==> config.mk <==
export PLATFORM = sky130hd
export DESIGN_NAME = machine_action_sched_flat
export DESIGN_NICKNAME = d
export VERILOG_FILES = /design/src/rtl/machine_action_sched_if.sv /design/src/rtl/machine_action_sched.sv /design/src/flat_wrapper.sv
export SDC_FILE = /design/constraint.sdc
export NUM_CORES = 1
export LEC_CHECK = 0
export ABC_CLOCK_PERIOD_IN_PS = 3900
export BUFFER_PORTS_ARGS = -buffer_cell sky130_fd_sc_hd__clkbuf_2
export CAP_MARGIN = 25
export CELL_PAD_IN_SITES_DETAIL_PLACEMENT = 1
export CELL_PAD_IN_SITES_GLOBAL_PLACEMENT = 1
export CORE_ASPECT_RATIO = 0.8
export CORE_MARGIN = 2
export CORE_UTILIZATION = 45
export DETAILED_ROUTE_END_ITERATION = 6
export GPL_TIMING_DRIVEN = 0
export PLACE_DENSITY_LB_ADDON = 0.1
export SYNTH_ARGS = -nofsm -noshare
export SYNTH_HDL_FRONTEND = slang
export SYNTH_SLANG_ARGS = --single-unit
==> constraint.sdc <==
create_clock -name system1000 -period 3.9 [get_ports system1000]
set_input_delay 0.78 -clock system1000 [delete_from_list [all_inputs] [get_ports system1000]]
set_output_delay 0.78 -clock system1000 [all_outputs]
set_load 0.03 [all_outputs]
==> src/rtl/machine_action_sched_if.sv <==
// Bus bundle for machine_action_sched: action input, memory request/response
// ports, read-result handshake and drain handshake.
interface machine_action_sched_if #(
  parameter int ADDR_W = 30,
  parameter int DATA_W = 63
);
  logic [ADDR_W+DATA_W+1:0] act;
  logic                     act_valid;
  logic                     act_ready;
  logic                     mem_req_valid;
  logic                     mem_req_ready;
  logic                     mem_we;
  logic [ADDR_W-1:0]        mem_addr;
  logic [DATA_W-1:0]        mem_wdata;
  logic                     mem_rsp_valid;
  logic [DATA_W-1:0]        mem_rsp_data;
  logic                     rd_valid;
  logic [DATA_W-1:0]        rd_data;
  logic                     rd_ready;
  logic                     drain_req;
  logic                     drained;

  // environment side: machine step logic plus memory
  modport master (
    output act, act_valid, mem_req_ready, mem_rsp_valid, mem_rsp_data,
           rd_ready, drain_req,
    input  act_ready, mem_req_valid, mem_we, mem_addr, mem_wdata,
           rd_valid, rd_data, drained
  );

  // scheduler side
  modport slave (
    input  act, act_valid, mem_req_ready, mem_rsp_valid, mem_rsp_data,
           rd_ready, drain_req,
    output act_ready, mem_req_valid, mem_we, mem_addr, mem_wdata,
           rd_valid, rd_data, drained
  );
endinterface

==> src/rtl/machine_action_sched.sv <==
// In-order memory action scheduler: action queue, read credit metering,
// response buffer and drain handshake.
module machine_action_sched #(
  parameter int QDEPTH = 4,
  parameter int MAX_RD = 4,
  parameter int ADDR_W = 30,
  parameter int DATA_W = 63
) (
  input logic                   system1000,
  input logic                   system1000_rstn,
  machine_action_sched_if.slave bus
);
  localparam int QIW = $clog2(QDEPTH);
  localparam int QPW = QIW + 1;
  localparam int CW  = $clog2(MAX_RD + 1);
  localparam int RIW = (MAX_RD > 1) ? $clog2(MAX_RD) : 1;

  typedef struct packed {
    logic              we;
    logic [ADDR_W-1:0] addr;
    logic [DATA_W-1:0] data;
  } entry_t;

  typedef enum logic [1:0] {RUN, DRAIN, IDLE} st_t;

  st_t               st, st_nxt;
  entry_t            q [QDEPTH];
  logic [QPW-1:0]    q_hd, q_tl;
  logic [DATA_W-1:0] rf [MAX_RD];
  logic [RIW-1:0]    r_hd, r_tl;
  logic [CW-1:0]     rd_out, rsp_cnt;

  logic   q_empty, q_full, act_rdy, is_rd, is_wr, q_push, q_pop;
  logic   credit_ok, issue_ok, rd_iss, rsp_push, rsp_pop;
  entry_t hd_ent, new_ent;

  function automatic logic [RIW-1:0] r_inc(input logic [RIW-1:0] p);
    return (p == RIW'(MAX_RD - 1)) ? '0 : p + 1'b1;
  endfunction

  assign q_empty   = (q_hd == q_tl);
  assign q_full    = (q_hd[QIW-1:0] == q_tl[QIW-1:0]) && (q_hd[QIW] != q_tl[QIW]);
  assign act_rdy   = !q_full && (st == RUN);
  assign is_rd     = (bus.act[ADDR_W+DATA_W+1 -: 2] == 2'b00);
  assign is_wr     = (bus.act[ADDR_W+DATA_W+1 -: 2] == 2'b01);
  assign q_push    = act_rdy && bus.act_valid && (is_rd || is_wr);
  assign hd_ent    = q[q_hd[QIW-1:0]];
  // reads in flight plus buffered responses must fit the response FIFO
  assign credit_ok = ({1'b0, rd_out} + {1'b0, rsp_cnt}) < (CW+1)'(MAX_RD);
  assign issue_ok  = !q_empty && (hd_ent.we || credit_ok);
  assign q_pop     = issue_ok && bus.mem_req_ready;
  assign rd_iss    = q_pop && !hd_ent.we;
  // a response with nothing outstanding is a stray and is dropped
  assign rsp_push  = bus.mem_rsp_valid && (rd_out != '0);
  assign rsp_pop   = (rsp_cnt != '0) && bus.rd_ready;

  // read enqueues zero data; write carries x
  always_comb begin
    new_ent      = '0;
    new_ent.we   = is_wr;
    new_ent.addr = bus.act[ADDR_W+DATA_W-1 -: ADDR_W];
    new_ent.data = is_wr ? bus.act[DATA_W-1:0] : '0;
  end

  // queue and response storage; contents are don't-care until pointed at
  always_ff @(posedge system1000) begin
    if (q_push)   q[q_tl[QIW-1:0]] <= new_ent;
    if (rsp_push) rf[r_tl]         <= bus.mem_rsp_data;
  end

  // pointers and counters
  always_ff @(posedge system1000 or negedge system1000_rstn) begin
    if (!system1000_rstn) begin
      q_hd    <= '0;
      q_tl    <= '0;
      r_hd    <= '0;
      r_tl    <= '0;
      rd_out  <= '0;
      rsp_cnt <= '0;
    end else begin
      if (q_push)   q_tl <= q_tl + 1'b1;
      if (q_pop)    q_hd <= q_hd + 1'b1;
      if (rsp_push) r_tl <= r_inc(r_tl);
      if (rsp_pop)  r_hd <= r_inc(r_hd);
      case ({rd_iss, rsp_push})
        2'b10:   rd_out <= rd_out + 1'b1;
        2'b01:   rd_out <= rd_out - 1'b1;
        default: ;
      endcase
      case ({rsp_push, rsp_pop})
        2'b10:   rsp_cnt <= rsp_cnt + 1'b1;
        2'b01:   rsp_cnt <= rsp_cnt - 1'b1;
        default: ;
      endcase
    end
  end

  // drain FSM state register
  always_ff @(posedge system1000 or negedge system1000_rstn) begin
    if (!system1000_rstn) st <= RUN;
    else                  st <= st_nxt;
  end

  // drain FSM next state
  always_comb begin
    st_nxt = st;
    case (st)
      RUN:   if (bus.drain_req) st_nxt = DRAIN;
      DRAIN: begin
        if (!bus.drain_req)                                       st_nxt = RUN;
        else if (q_empty && (rd_out == '0) && (rsp_cnt == '0)) st_nxt = IDLE;
      end
      IDLE:  if (!bus.drain_req) st_nxt = RUN;
      default: st_nxt = RUN;
    endcase
  end

  // outputs: request fields come from the stored head entry, zero when empty
  always_comb begin
    bus.act_ready     = act_rdy;
    bus.mem_req_valid = issue_ok;
    bus.mem_we        = q_empty ? 1'b0 : hd_ent.we;
    bus.mem_addr      = q_empty ? '0 : hd_ent.addr;
    bus.mem_wdata     = q_empty ? '0 : hd_ent.data;
    bus.rd_valid      = (rsp_cnt != '0);
    bus.rd_data       = (rsp_cnt != '0) ? rf[r_hd] : '0;
    bus.drained       = (st == IDLE);
  end
endmodule

==> src/flat_wrapper.sv <==
// flat-port wrapper written by rule: the top's interface ports become plain ports
module machine_action_sched_flat 
#(
  parameter int QDEPTH = 4,
  parameter int MAX_RD = 4,
  parameter int ADDR_W = 30,
  parameter int DATA_W = 63
)
  (system1000, system1000_rstn, bus_act, bus_act_valid, bus_mem_req_ready, bus_mem_rsp_valid, bus_mem_rsp_data, bus_rd_ready, bus_drain_req, bus_act_ready, bus_mem_req_valid, bus_mem_we, bus_mem_addr, bus_mem_wdata, bus_rd_valid, bus_rd_data, bus_drained);
  machine_action_sched_if #(.ADDR_W(ADDR_W), .DATA_W(DATA_W)) bus_i ();
  input logic system1000;
  input logic system1000_rstn;
  input wire logic [$bits(bus_i.act)-1:0] bus_act;
  input wire logic [$bits(bus_i.act_valid)-1:0] bus_act_valid;
  input wire logic [$bits(bus_i.mem_req_ready)-1:0] bus_mem_req_ready;
  input wire logic [$bits(bus_i.mem_rsp_valid)-1:0] bus_mem_rsp_valid;
  input wire logic [$bits(bus_i.mem_rsp_data)-1:0] bus_mem_rsp_data;
  input wire logic [$bits(bus_i.rd_ready)-1:0] bus_rd_ready;
  input wire logic [$bits(bus_i.drain_req)-1:0] bus_drain_req;
  output wire logic [$bits(bus_i.act_ready)-1:0] bus_act_ready;
  output wire logic [$bits(bus_i.mem_req_valid)-1:0] bus_mem_req_valid;
  output wire logic [$bits(bus_i.mem_we)-1:0] bus_mem_we;
  output wire logic [$bits(bus_i.mem_addr)-1:0] bus_mem_addr;
  output wire logic [$bits(bus_i.mem_wdata)-1:0] bus_mem_wdata;
  output wire logic [$bits(bus_i.rd_valid)-1:0] bus_rd_valid;
  output wire logic [$bits(bus_i.rd_data)-1:0] bus_rd_data;
  output wire logic [$bits(bus_i.drained)-1:0] bus_drained;
  assign bus_i.act = bus_act;
  assign bus_i.act_valid = bus_act_valid;
  assign bus_i.mem_req_ready = bus_mem_req_ready;
  assign bus_i.mem_rsp_valid = bus_mem_rsp_valid;
  assign bus_i.mem_rsp_data = bus_mem_rsp_data;
  assign bus_i.rd_ready = bus_rd_ready;
  assign bus_i.drain_req = bus_drain_req;
  assign bus_act_ready = bus_i.act_ready;
  assign bus_mem_req_valid = bus_i.mem_req_valid;
  assign bus_mem_we = bus_i.mem_we;
  assign bus_mem_addr = bus_i.mem_addr;
  assign bus_mem_wdata = bus_i.mem_wdata;
  assign bus_rd_valid = bus_i.rd_valid;
  assign bus_rd_data = bus_i.rd_data;
  assign bus_drained = bus_i.drained;
  machine_action_sched #(.QDEPTH(QDEPTH), .MAX_RD(MAX_RD), .ADDR_W(ADDR_W), .DATA_W(DATA_W)) u_core (.system1000(system1000), .system1000_rstn(system1000_rstn), .bus(bus_i));
endmodule
Yosys cells after proc, flatten, opt, wreduce, memory -nomap -nowiden --
Memories as Yosys holds them, arrays and structs flattened. Cells that the tools add are included.
Operators by class: reductions and logical operators 25, multipliers 0, add/sub/neg operators 9, mux-type cells 18, bitwise logic cells 0, divide/modulo/power cells 0, magnitude comparators 1, shift-type cells 0, equal/unequal tests 15
Operators by type and width (number):
- $mux 63 | 3
- $mux 30 | 1
- $add 3x1->3 const B | 4
- $mux 2 | 6
- $pmux 3 s2 | 2
- $logic_and 1x1->1 | 11
- $eq 2x2->1 const B | 5
- $eq 2x1->1 const B | 4
- $logic_not 3->1 | 2
- $pmux 2 s3 | 1
- $reduce_bool 3->1 | 2
- $sub 3x1->3 const B | 2
- $mux 1 | 5
- $add 2x1->2 const B | 2
- $add 3x3->4 | 1
- $logic_not 2->1 | 2
- $lt 4x3->1 const B | 1
- $ne 2x2->1 const B | 2
- $reduce_bool 2->1 | 2
- $eq 3x3->1 | 1
- $logic_not 1->1 | 3
- $ne 3x2->1 const B | 1
- $reduce_and 3->1 | 1
- $eq 2x2->1 | 1
- 2 further kinds | 3
Word-level totals: input bits 165, output and inout bits 161, latch bits 0, register bits after elaboration 18, memory bits (read-only) 0, memories kept 2, RAM bits 628, word-level logic and storage cells 77
Memories:
- u_core.q | depth 4, bits a word 94, read ports 1, clocked after Yosys merged registers in 0, write ports 1, RTL line machine_action_sched.sv:27 | entry_t q [QDEPTH];
- u_core.rf | depth 4, bits a word 63, read ports 1, clocked after Yosys merged registers in 0, write ports 1, RTL line machine_action_sched.sv:29 | logic [DATA_W-1:0] rf [MAX_RD];

Longest topological paths before layout --
Gate-level depths: netlist (run 1).
depth after elaboration 8, depth in mapped cells 11, gate-level depth less buffers 10

Worst setup path before layout (run 1) --
Ideal clock, no wire load.
path kind input to register, from in bus_act[94], to mem u_core.q[3][0] in the netlist's numbering (enable), buffers on the path 0, setup slack -96 ps, setup time 465 ps, arrival 3532 ps, stages on the path 3, data required time 3435 ps, path through nand2b_1 > a311oi_2 > and2_1
Between the ends: word-level cells in the longest chain between the ends 5, elaborated cells on any way between the ends 6, those cells by class eq/ne (1); mux (2); reduce/logical (3)
RTL lines:
- start, declared | RTL line flat_wrapper.sv:13 | input wire logic [$bits(bus_i.act)-1:0] bus_act;
- $eq 2x1->1 / $logic_not 2->1 (equally long branches) | RTL line machine_action_sched.sv:45, machine_action_sched.sv:44
- $logic_or 1x1->1 (*) | RTL line machine_action_sched.sv:46 | assign q_push = act_rdy && bus.act_valid && (is_rd || is_wr);
- $logic_and 1x1->1 (*) | RTL line machine_action_sched.sv:46
- $mux 1 (*) | RTL line machine_action_sched.sv:67 | if (q_push) q[q_tl[QIW-1:0]] <= new_ent;
- $mux 1 (not written as such) (*) | RTL line machine_action_sched.sv:67
- end, declared | RTL line machine_action_sched.sv:27
Mark *: on every way between the ends. The rest lies on a longest branch, timed or not.

Worst setup path in the final report (run 1) --
from reg u_core.q_hd[1], to out bus_mem_wdata[58]
Between the ends: word-level cells in the longest chain between the ends 2, elaborated cells on any way between the ends 3, those cells by class eq/ne (1); mux (1); memory (1)
RTL lines:
- start, declared | RTL line machine_action_sched.sv:28 | logic [QPW-1:0] q_hd, q_tl;
- start signal, assigned | RTL line machine_action_sched.sv:82 | if (q_pop) q_hd <= q_hd + 1'b1;
- $mem_v2 4x94 / $eq 3x3->1 (equally long branches)
- $mux 63 (*) | RTL line machine_action_sched.sv:124 | bus.mem_wdata = q_empty ? '0 : hd_ent.data;
- end, declared | RTL line flat_wrapper.sv:24 | output wire logic [$bits(bus_i.mem_wdata)-1:0] bus_mem_wdata;
Marks and branches as above.

==> impl_results.md, run 1 <==
- Filler cells: 5064
- Critical path class: register to output pin
- CP Capture Type: output pin
- Setup violators final: 0
- FF+latch count, synth: 646
- Lkg Pwr: 10.53 nW
- Status: finished clean
- Maxcap violations: 0
- CTS tree: yes
- Area leader, netlist: edfxtp_1
- Power Density: 827.2 nW/um^2
- Main flop type after synthesis: edfxtp_1
- R2R Path Start: u_core.q_hd[1]
- Total CTS buffers: 67
- Final worst path period share: 0.9494
- Syn avg cell area: 21.46 um^2
- Reg2reg setup slack: 1010 ps
- Layout Nets: 1757
- Htree depth: 3
- Die Height: 215.5 um
- I/O Buffers: 325
- Top cells by count, synth: edfxtp_1, mux4_2, and2_1, nor2b_1, clkbuf_1
- Distinct cells, synth: 34
- Sink Count: 646
- Max-slew headroom: 0.3934
- Clk slew on worst S/H paths: 60 ps
- DR iter-0 viols: 965
- Cell with the most instances after synthesis: edfxtp_1
- Finished Cell Area: 30110 um^2
- Final hold vios: 0
- FMAX: 270.1 MHz
- CP peak stage delay: 570 ps
- Dpl ws: 666.7 ps
- Initial antenna violation count: 6
- Hold-fix buffers, CTS: 0
- CTS Buffer Depth: 3
- Vias in the first global route: 13321
- Final worst slack: 197.3 ps
- Overall Power: 24.90 mW
- RePlAce Congestion: 0.7363
- Worst path most repeated cell: buf_2
- Slew @ Worst Pin: 910.0 ps
- R2R depth: 5
- Row count: 77
- DRC: 0
- Initial DRT Pass Iterations: 4
- CORE AREA: 55300 um^2
- P&R area growth vs syn: 19.59%
- Min Hold Slack: 148.7 ps
- Period minus WS final: 3703 ps
- Die area: 57860 um^2
- Mapped Area: 25170 um^2
- Crit path max-delay cell type: clkbuf_1
- First-pass GRT wire length: 82320 um
- Placed inst area: 27980 um^2
- Number of synthesized flops with an enable pin: 628
- Clock skew: 21.43 ps
- Die X: 268.4 um
- Setup TNS: 0 ps
- Post-DRT Antenna Nets: 0
- Largest net degree at the start of global routing: 55
- Routed WL per cell: 23.03 um
- Post-detail-place hpwl: 35680 um
- DRT Wirelength: 54890 um
- R2r endpoint: u_core.q[0][33]
- Post-synth net total: 1354
- Register area share after synthesis: 0.7670
- Maximum fanout along the worst path: 10
- Cell chain of the critical path: buf_2, buf_2, clkbuf_1, mux4_2, nor2b_1, clkbuf_2
- Total grt overflow: 0
- Max VDD drop: 0.4469 mV
- I/O pin cnt: 326
- All-layer global routing usage: 0.1929
- Crit path launch type: register
- Starting Density: 0.4552
- Async S/R FF share, synth: 0.02786
- Top cells by area, synth: edfxtp_1, mux4_2, and2_1, nor2b_1, dfrtp_1
- Share of the synthesized area in the top cell type: 0.7491
- Max-slew violation count: 0
- Hold crit path type: primary input to asynchronous set/reset pin
- CP arrival: 2920 ps
- Vias per cell: 5.154
- Worst skew pair latency: 600 ps
- Synthesis warning total: 0
- Post-CTS Setup Bufs: 0
- Root buffer cell: clkbuf_16
- Cells after Synth: 1173
- Vias post-DR: 12283
- Critical path required time: 3120 ps
- Layout cells sized above 1: 0.3807
- RSZ-0062 raised after global routing: false
[flip-flops by register name, summed over array words and instances, names as in the netlist]
name            flops
u_core.q          376
u_core.rf         252
u_core.q_hd         3
u_core.q_tl         3
u_core.rd_out       3
u_core.rsp_cnt      3
u_core.r_hd         2
u_core.r_tl         2
u_core.st           2
[kinds of logic after synthesis]
family,Yosys count,synth area share
flops,646,0.7670
simple gates,255,0.06298
mux,160,0.1419
buf+inv,74,0.01248
fa+ha+maj,16,0.008549
xor+xnor,13,0.004523
compound gates,9,0.002535
[timing repair]
action,CTS,global route
endpoints found under the setup margin,0,43
endpoints found under the hold margin,0,0
resized for setup,0,4
[cell usage in the layout, fill, tap and decap left out, types with 4 or more instances in the layout]
master,netlist,routed
o21ai_0,4,4
clkinv_2,0,9
nor2b_1,97,97
and2_4,0,8
and2_1,134,126
xor2_1,7,7
xnor2_1,6,6
buf_2,23,21
clkbuf_2,0,326
inv_6,0,4
clkinv_1,0,13
nor3_1,4,4
clkbuf_1,34,51
dfrtp_1,18,18
buf_16,0,6
nand2_1,5,5
clkbuf_16,0,69
inv_1,13,13
mux4_2,157,157
edfxtp_1,628,628
ha_1,14,14
[worst max-delay path by stage]
stage	start	endpoint	slack, ps	depth (start not counted)
after CTS	u_core.q_hd[1]	bus_mem_addr[2]	0.7	7
after detailed placement	u_core.q_hd[1]	bus_mem_addr[2]	670	7
after global routing	u_core.q_hd[1]	bus_mem_wdata[52]	2	6
after floorplan	bus_act[94]	u_core.q[3][0]	940	3
after global placement	bus_mem_rsp_valid	u_core.rf[0][39]	-540	4
final	u_core.q_hd[1]	bus_mem_wdata[58]	200	6
[final cells by class]
| cell class | count | area (um^2) | share of cell area |
|---|---|---|---|
| well taps | 750 | 938.4 | 0.03117 |
| clock inverters | 34 | 275.3 | 0.009143 |
| multi-input cells | 453 | 5570 | 0.1850 |
| plain buffers | 61 | 271.5 | 0.009019 |
| inverters | 13 | 48.80 | 0.001621 |
| diodes | 2 | 5.005 | 0.0001662 |
| clock buffers | 90 | 1836 | 0.06097 |
| repair buffers | 334 | 1852 | 0.06151 |
| flip-flops and latches | 646 | 19310 | 0.6414 |
[where the power goes]
group	total (mW)	internal [mW]	switching, mW
Clock	6.10	3.53	2.57
Combinational	10.1	3.54	6.52
Sequential	8.74	8.52	0.225
[critical path, delay by kind of cell, from the launching register on]
| family | cells | cell delay [ps] |
|---|---|---|
| simple gates | 1 | 140 |
| mux | 1 | 410 |
| flops | 1 | 380 |
| buf+inv | 4 | 1390 |
[layer usage]
layer,global-route usage,share of wire
met2,0.3125,0.49
met4,0.05593,0.023
met1,0.2632,0.44
met5,0,0.00089
met3,0.04461,0.048
[metrics by stage]
stage,util,std cells
2_1_floorplan,-,1173
3_3_place_gp,0.5017,2248
3_5_place_dp,0.5060,2257
4_1_cts,0.5442,2381
5_1_grt,0.5443,2381
6_report,0.5444,2383
No activity file was read; power rests on OpenSTA's default activity.
==> run 2, diff against run 1 <==
--- a/config.mk
+++ b/config.mk
@@ -10,12 +10,12 @@
 export CAP_MARGIN = 25
 export CELL_PAD_IN_SITES_DETAIL_PLACEMENT = 1
 export CELL_PAD_IN_SITES_GLOBAL_PLACEMENT = 1
-export CORE_ASPECT_RATIO = 0.8
+export CORE_ASPECT_RATIO = 1.25
 export CORE_MARGIN = 2
 export CORE_UTILIZATION = 45
 export DETAILED_ROUTE_END_ITERATION = 6
 export GPL_TIMING_DRIVEN = 0
-export PLACE_DENSITY_LB_ADDON = 0.1
+export PLACE_DENSITY_LB_ADDON = 0.2
 export SYNTH_ARGS = -nofsm -noshare
 export SYNTH_HDL_FRONTEND = slang
 export SYNTH_SLANG_ARGS = --single-unit
==> run 2 against run 1 <==
Net effect: sequential cell count stayed put; routed wire length up 2.0%; critical path depth stayed put; worst hold slack got worse by 4.3 ps; final cell count down 0.80%; largest cell class unchanged; die area about the same; non-clock buffer count up 2; sequential power is essentially flat; register-to-register slack better by 30 ps.
==> impl_results.md, run 2 (same netlist as run 1, synthesis figures left out) <==
- Register area: 19310 um^2 (unchanged)
- Routed WL per cell: 23.69 um (was 23.03 um)
- Period minus WS final: 3661 ps (was 3703 ps)
- Lkg Pwr: 10.51 nW (was 10.53 nW)
- Multi-input logic area: 5570 um^2 (unchanged)
- Post-detail-place hpwl: 36610 um (was 35680 um)
- Setup violators final: 0 (unchanged)
- DRT Wirelength: 56000 um (was 54890 um)
- Hold-fix buffers, CTS: 0 (unchanged)
- Layout Nets: 1758 (was 1757)
- Dpl cells: 2244 (was 2257)
- Total grt overflow: 0 (unchanged)
- Commonest cells after routing, fill and taps aside: edfxtp_1, clkbuf_2, mux4_2 (unchanged)
- CP arrival: 2880 ps (was 2920 ps)
- Maxcap violations: 0 (unchanged)
- Filler cells: 4981 (was 5064)
- Status: finished clean (unchanged)
- CP peak stage delay: 570 ps (about the same)
- Max-slew headroom: 0.4330 (was 0.3934)
- Crit path max-delay cell type: clkbuf_1 (unchanged)
- Sink Count: 646 (unchanged)
- Critical path class: register to output pin (unchanged)
- Finished Cell Area: 30040 um^2 (was 30110 um^2)
- I/O Buffers: 325 (unchanged)
- Non-Filler Instances: 2364 (was 2383)
- Critical path required time: 3120 ps (about the same)
- CTS Buffer Depth: 3 (unchanged)
- Power Density: 826.1 nW/um^2 (was 827.2 nW/um^2)
- Htree depth: 3 (unchanged)
- Commonest non-fill, non-tap cell in the layout: edfxtp_1 (unchanged)
- Slew @ Worst Pin: 850.5 ps (was 910.0 ps)
- Starting Density: 0.4566 (was 0.4552)
- Cell chain of the critical path: buf_2, buf_2, clkbuf_1, mux4_2, nor2b_1, clkbuf_2 (unchanged)
- Final hold vios: 0 (unchanged)
- Layout cells sized above 1: 0.3813 (was 0.3807)
- Vias in the first global route: 13610 (was 13321)
- FMAX: 273.2 MHz (was 270.1 MHz)
- Die area: 57860 um^2 (about the same)
- CORE AREA: 55130 um^2 (was 55300 um^2)
- Clock skew: 14.65 ps (was 21.43 ps)
- Crit path launch type: register (unchanged)
- RSZ-0062 raised after global routing: false (unchanged)
- Die Height: 268.4 um (was 215.5 um)
- Vias post-DR: 12398 (was 12283)
- Initial antenna violation count: 8 (was 6)
- Worst skew pair latency: 590 ps (was 600 ps)
- Post-DRT Antenna Nets: 0 (unchanged)
- Hold crit path type: primary input to asynchronous set/reset pin (unchanged)
- CTS tree: yes (unchanged)
- # resized after CTS: 1 (was 0)
- Final worst path period share: 0.9387 (was 0.9494)
- DRC: 0 (unchanged)
- DR iter-0 viols: 758 (was 965)
- Post-CTS Setup Bufs: 0 (unchanged)
- I/O pin cnt: 326 (unchanged)
- Max reg flops: 376 (unchanged)
- Placed inst area: 28030 um^2 (was 27980 um^2)
- Max VDD drop: 0.5502 mV (was 0.4469 mV)
- Setup TNS: 0 ps (unchanged)
- Final Util: 0.5448 (was 0.5444)
- Maximum fanout along the worst path: 10 (unchanged)
- Clk slew on worst S/H paths: 60 ps (about the same)
- All-layer global routing usage: 0.1962 (was 0.1929)
- RePlAce Congestion: 0.7061 (was 0.7363)
- Root buffer cell: clkbuf_16 (unchanged)
- Max-slew violation count: 0 (unchanged)
- First-pass GRT wire length: 84090 um (was 82320 um)
- Initial DRT Pass Iterations: 7 (was 4)
- CP Capture Type: output pin (unchanged)
- P&R area growth vs syn: 19.33% (was 19.59%)
- Die X: 215.5 um (was 268.4 um)
- Total CTS buffers: 66 (was 67)
- Worst path most repeated cell: buf_2 (unchanged)
- Vias per cell: 5.245 (was 5.154)
- Row count: 96 (was 77)
- Largest net degree at the start of global routing: 49 (was 55)
==> run 2: cell count changes in the layout (fill, tap and decap cells not counted) <==
cell / previous run / this run
buf_12: 3 / 1
buf_16: 6 / 10
bufinv_16: 3 / 1
clkbuf_1: 51 / 49
clkbuf_8: 3 / 1
clkinv_1: 13 / 11
clkinv_2: 9 / 12
clkinv_8: 2 / 0
clkinvlp_4: 2 / 3
diode_2: 2 / 3
inv_6: 4 / 3
==> run 2: per-layer routing <==
metal  routed length (um)  GRT usage
met5                   74          0
met3                 3810    0.05572
met4                 1426    0.06915
met1                22160     0.2424
met2                28530     0.3337
==> run 2: metrics by stage <==
| stage | hold slack, ps | power, mW | setup slack (ps) |
|---|---|---|---|
| global placement | 473.7 | 19.13 | -628.9 |
| detailed placement | 485.9 | 19.30 | 552.3 |
| finish | 144.4 | 24.81 | 239.1 |
| CTS | 130.2 | 25.23 | 28.42 |
| global route | 161.0 | 26.04 | 46.26 |
| floorplan | 460.7 | 15.93 | 940.0 |
==> run 2: layout make-up <==
cell class	instances	share of cell area
well taps	735	0.03062
clock inverters	31	0.006290
diodes	3	0.0002499
repair buffers	336	0.06398
clock buffers	86	0.05994
plain buffers	61	0.009039
flip-flops and latches	646	0.6428
inverters	13	0.001625
multi-input cells	453	0.1854
==> run 2: where the power goes <==
group	internal [mW]	switching, mW
combinational	3.55	6.63
sequential	8.52	0.228
clock	3.33	2.56
==> run 2: critical path: cells and delay by family, from the launching register on <==
family,cells,cell delay [ps]
buf+inv,4,1360
flops,1,350
mux,1,420
simple gates,1,170
==> run 2: final timing paths <==
| path | start | to | slack [ps] | cells after the start |
|---|---|---|---|---|
| max | u_core.q_hd[1] | bus_mem_wdata[40] | 240 | 6 |
| min | system1000_rstn | u_core.rd_out[0] | 140 | 1 |
| max reg2reg | u_core.q_hd[1] | u_core.q[0][43] | 1040 | 5 |
| min reg2reg | u_core.q_tl[2] | u_core.q_tl[2] | 500 | 1 |
| max in group asynchronous | system1000_rstn | u_core.st[0] | 3410 | 1 |
| min in group system1000 | bus_act[88] | u_core.q[0][88] | 410 | 1 |
==> run 3, diff against run 2 <==
--- a/config.mk
+++ b/config.mk
@@ -5,17 +5,19 @@
 export SDC_FILE = /design/constraint.sdc
 export NUM_CORES = 1
 export LEC_CHECK = 0
-export ABC_CLOCK_PERIOD_IN_PS = 3900
+export ABC_CLOCK_PERIOD_IN_PS = 3750
 export BUFFER_PORTS_ARGS = -buffer_cell sky130_fd_sc_hd__clkbuf_2
 export CAP_MARGIN = 25
 export CELL_PAD_IN_SITES_DETAIL_PLACEMENT = 1
 export CELL_PAD_IN_SITES_GLOBAL_PLACEMENT = 1
 export CORE_ASPECT_RATIO = 1.25
 export CORE_MARGIN = 2
-export CORE_UTILIZATION = 45
+export CORE_UTILIZATION = 50
+export CTS_CLUSTER_DIAMETER = 30
 export DETAILED_ROUTE_END_ITERATION = 6
 export GPL_TIMING_DRIVEN = 0
 export PLACE_DENSITY_LB_ADDON = 0.2
+export SETUP_SLACK_MARGIN = 0.05
 export SYNTH_ARGS = -nofsm -noshare
 export SYNTH_HDL_FRONTEND = slang
 export SYNTH_SLANG_ARGS = --single-unit
==> constraint.sdc (replaced) <==
create_clock -name system1000 -period 3.75 [get_ports system1000]
set_input_delay 0.75 -clock system1000 [delete_from_list [all_inputs] [get_ports system1000]]
set_output_delay 0.75 -clock system1000 [all_outputs]
set_load 0.03 [all_outputs]
==> run 3 against run 2 <==
Net effect: clock power rose by 71%; clock-buffer cell count rose by 49; critical path depth rose by 2; sequential power rose by 4.5%; final cell count rose by 0.42%; combinational power rose by 5%; worst hold slack got worse by 99 ps; register-to-register slack got worse by 180 ps; die area fell by 9.8%; setup slack got worse by 19 ps.
==> impl_results.md, run 3 (same netlist as run 1, synthesis figures left out) <==
- Status: finished clean (unchanged)
- CP endpoint: bus_mem_addr[24] (was bus_mem_wdata[40])
- Filler cells: 4263 (was 4981)
- All-layer global routing usage: 0.2313 (was 0.1962)
- Sw Ratio: 0.3589 (was 0.3794)
- CTS tree: yes (unchanged)
- Met2 WL post-DR: 31430 um (was 28530 um)
- Reg power frac: 0.305 (was 0.352)
- Register area: 19310 um^2 (unchanged)
- Total CTS buffers: 113 (was 66)
- Max VDD drop: 0.5779 mV (was 0.5502 mV)
- RSZ-0062 raised after global routing: false (unchanged)
- Starting Density: 0.5082 (was 0.4566)
- NetSw: 10.74 mW (was 9.415 mW)
- Overall Power: 29.92 mW (was 24.81 mW)
- Clock skew: 25.31 ps (was 14.65 ps)
- Max-slew headroom: 0.4179 (was 0.4330)
- Total grt overflow: 0 (unchanged)
- DR iter-0 viols: 811 (was 758)
- Reg2reg setup slack: 860 ps (was 1040 ps)
- Period minus WS final: 3530 ps
- CP arrival: 2780 ps (was 2880 ps)
- CP Capture Type: output pin (unchanged)
- Non-Filler Instances: 2374 (was 2364)
- Max reg flops: 376 (unchanged)
- Routed WL per cell: 24.95 um (was 23.69 um)
- I/O pin cnt: 326 (unchanged)
- Final worst path period share: 0.9414
- Post-DRT Antenna Nets: 0 (unchanged)
- Critical path required time: 3000 ps (was 3120 ps)
- Clk slew on worst S/H paths: 50 ps (was 60 ps)
- Power Density: 943.2 nW/um^2 (was 826.1 nW/um^2)
- Layout Nets: 1803 (was 1758)
- Combinational share of power: 0.358 (was 0.410)
- R2R Path Start: u_core.q_hd[1] (unchanged)
- Cell Int Power: 19.18 mW (was 15.40 mW)
- DRT Wirelength: 59230 um (was 56000 um)
- Max-slew violation count: 0 (unchanged)
- Die area: 52170 um^2 (was 57860 um^2)
- RePlAce Congestion: 0.7157 (was 0.7061)
- Dpl cells: 2158 (was 2244)
- Lkg Pwr: 11.41 nW (was 10.51 nW)
- R2r endpoint: u_core.q[2][77] (was u_core.q[0][43])
- Hold crit path type: primary input to asynchronous set/reset pin (unchanged)
- Setup violators final: 0 (unchanged)
- First-pass GRT wire length: 88680 um (was 84090 um)
- FMAX: 283.3 MHz
- DRC: 0 (unchanged)
- Commonest non-fill, non-tap cell in the layout: edfxtp_1 (unchanged)
- Setup crit start: u_core.q_hd[1] (unchanged)
- Setup TNS: 0 ps (unchanged)
- Clock Power Share: 0.337 (was 0.237)
- Final hold vios: 0 (unchanged)
- Die X: 204.7 um (was 215.5 um)
- CP peak stage delay: 380 ps (was 570 ps)
- Commonest cells after routing, fill and taps aside: edfxtp_1, clkbuf_2, mux4_2 (unchanged)
- Dpl ws: 604.6 ps (was 552.3 ps)
- Initial DRT Pass Iterations: 7 (unchanged)
- Maxcap violations: 0 (unchanged)
- Row count: 91 (was 96)
- Final Util: 0.6404 (was 0.5448)
- DR top layer: met5 (unchanged)
- Vias post-DR: 12879 (was 12398)
- Post-detail-place hpwl: 36820 um (was 36610 um)
- Cell chain of the critical path: buf_2, xnor2_1, and3b_1, buf_4, buf_4, buf_2, nor2b_1, clkbuf_2 (was buf_2, buf_2, clkbuf_1, mux4_2, nor2b_1, clkbuf_2)
- WL met3: 3890 um (was 3810 um)
- CORE AREA: 49530 um^2 (was 55130 um^2)
- Critical path class: register to output pin (unchanged)
- I/O Buffers: 325 (unchanged)
- Slew @ Worst Pin: 873.2 ps (was 850.5 ps)
- Crit path launch type: register (unchanged)
- Crit path max-delay cell type: dfrtp_1 (was clkbuf_1)
- Root buffer cell: clkbuf_16 (unchanged)
- Largest net degree at the start of global routing: 54 (was 49)
- Layout cells sized above 1: 0.4156 (was 0.3813)
- Hold-fix buffers, CTS: 0 (unchanged)
- M1 WL: 22410 um (was 22160 um)
- R2R depth: 5 (unchanged)
- Multi-input logic area: 5570 um^2 (unchanged)
- Sink Count: 646 (unchanged)
- Maximum fanout along the worst path: 10 (unchanged)
- Die Height: 254.9 um (was 268.4 um)
- P&R area growth vs syn: 26.01% (was 19.33%)
- Initial antenna violation count: 9 (was 8)
- Htree depth: 3 (unchanged)
- Worst skew pair latency: 660 ps (was 590 ps)
- Vias in the first global route: 14554 (was 13610)
- Vias per cell: 5.425 (was 5.245)
- CTS Buffer Depth: 3 (unchanged)
- Final worst slack: 219.7 ps (was 239.1 ps)
-- run 3: changes by cell type in the layout (fill, tap and decap cells not counted), sizes merged, moves of 2 or more --
cell    before  now
buf         36   30
bufinv       1   13
clkbuf     447  500
clkinv      24   51
diode        3    5
inv         16   21
-- run 3: area by class of cell --
type | instances | area share
inverter | 13 | 0.001538
tap | 651 | 0.02568
timing repair buffer | 334 | 0.05885
multi-input combinational | 453 | 0.1756
clock buffer | 135 | 0.09443
sequential | 646 | 0.6087
buffer | 61 | 0.009625
clock inverter | 76 | 0.02513
antenna | 5 | 0.0003945
-- run 3: power by group through the flow --
stage / clock, mW / sequential [mW] / combinational (mW)
2_1_floorplan: 0 / 9.20 / 7.37
3_3_place_gp: 0 / 9.28 / 10.5
3_5_place_dp: 0 / 9.25 / 10.8
4_1_cts: 10.2 / 9.14 / 10.9
5_1_grt: 10.5 / 9.20 / 11.4
6_report: 10.1 / 9.13 / 10.7
-- run 3: worst min-delay path by stage --
stage          cells after the start             end            start
2_1_floorplan                      0  u_core.q_hd[0]  system1000_rstn
3_3_place_gp                       1  u_core.q_tl[2]   u_core.q_tl[2]
3_5_place_dp                       1  u_core.q_tl[2]   u_core.q_tl[2]
4_1_cts                            1  u_core.r_tl[0]  system1000_rstn
5_1_grt                            1  u_core.r_tl[0]  system1000_rstn
6_report                           1  u_core.r_tl[1]  system1000_rstn
-- run 3: repair_timing --
item                       in CTS  in global routing
buffers inserted                0                  0
setup endpoints to repair      70                 69
resized for setup              14                 14
-- run 3: critical path: cells and delay by family, from the launching register on --
family	cells	cell delay, ps
DFF	1	380
buffers and inverters	5	1180
xor gates and xnor gates	1	280
and+or+nand+nor	2	290
-- run 3: routing by layer --
metal / global-route usage / up-vias
met5: 0 / -
met1: 0.2737 / 6712
met2: 0.4005 / 405
met3: 0.06290 / 105
met4: 0.09627 / 14
li1: - / 5643
-- run 3: per-stage QoR --
stage	hold WS, ps	area (um^2)
5_1_grt	65.78	31710
3_3_place_gp	474.0	27620
6_report	45.15	31720
3_5_place_dp	481.2	27870
2_1_floorplan	454.4	25180
4_1_cts	36.97	31690
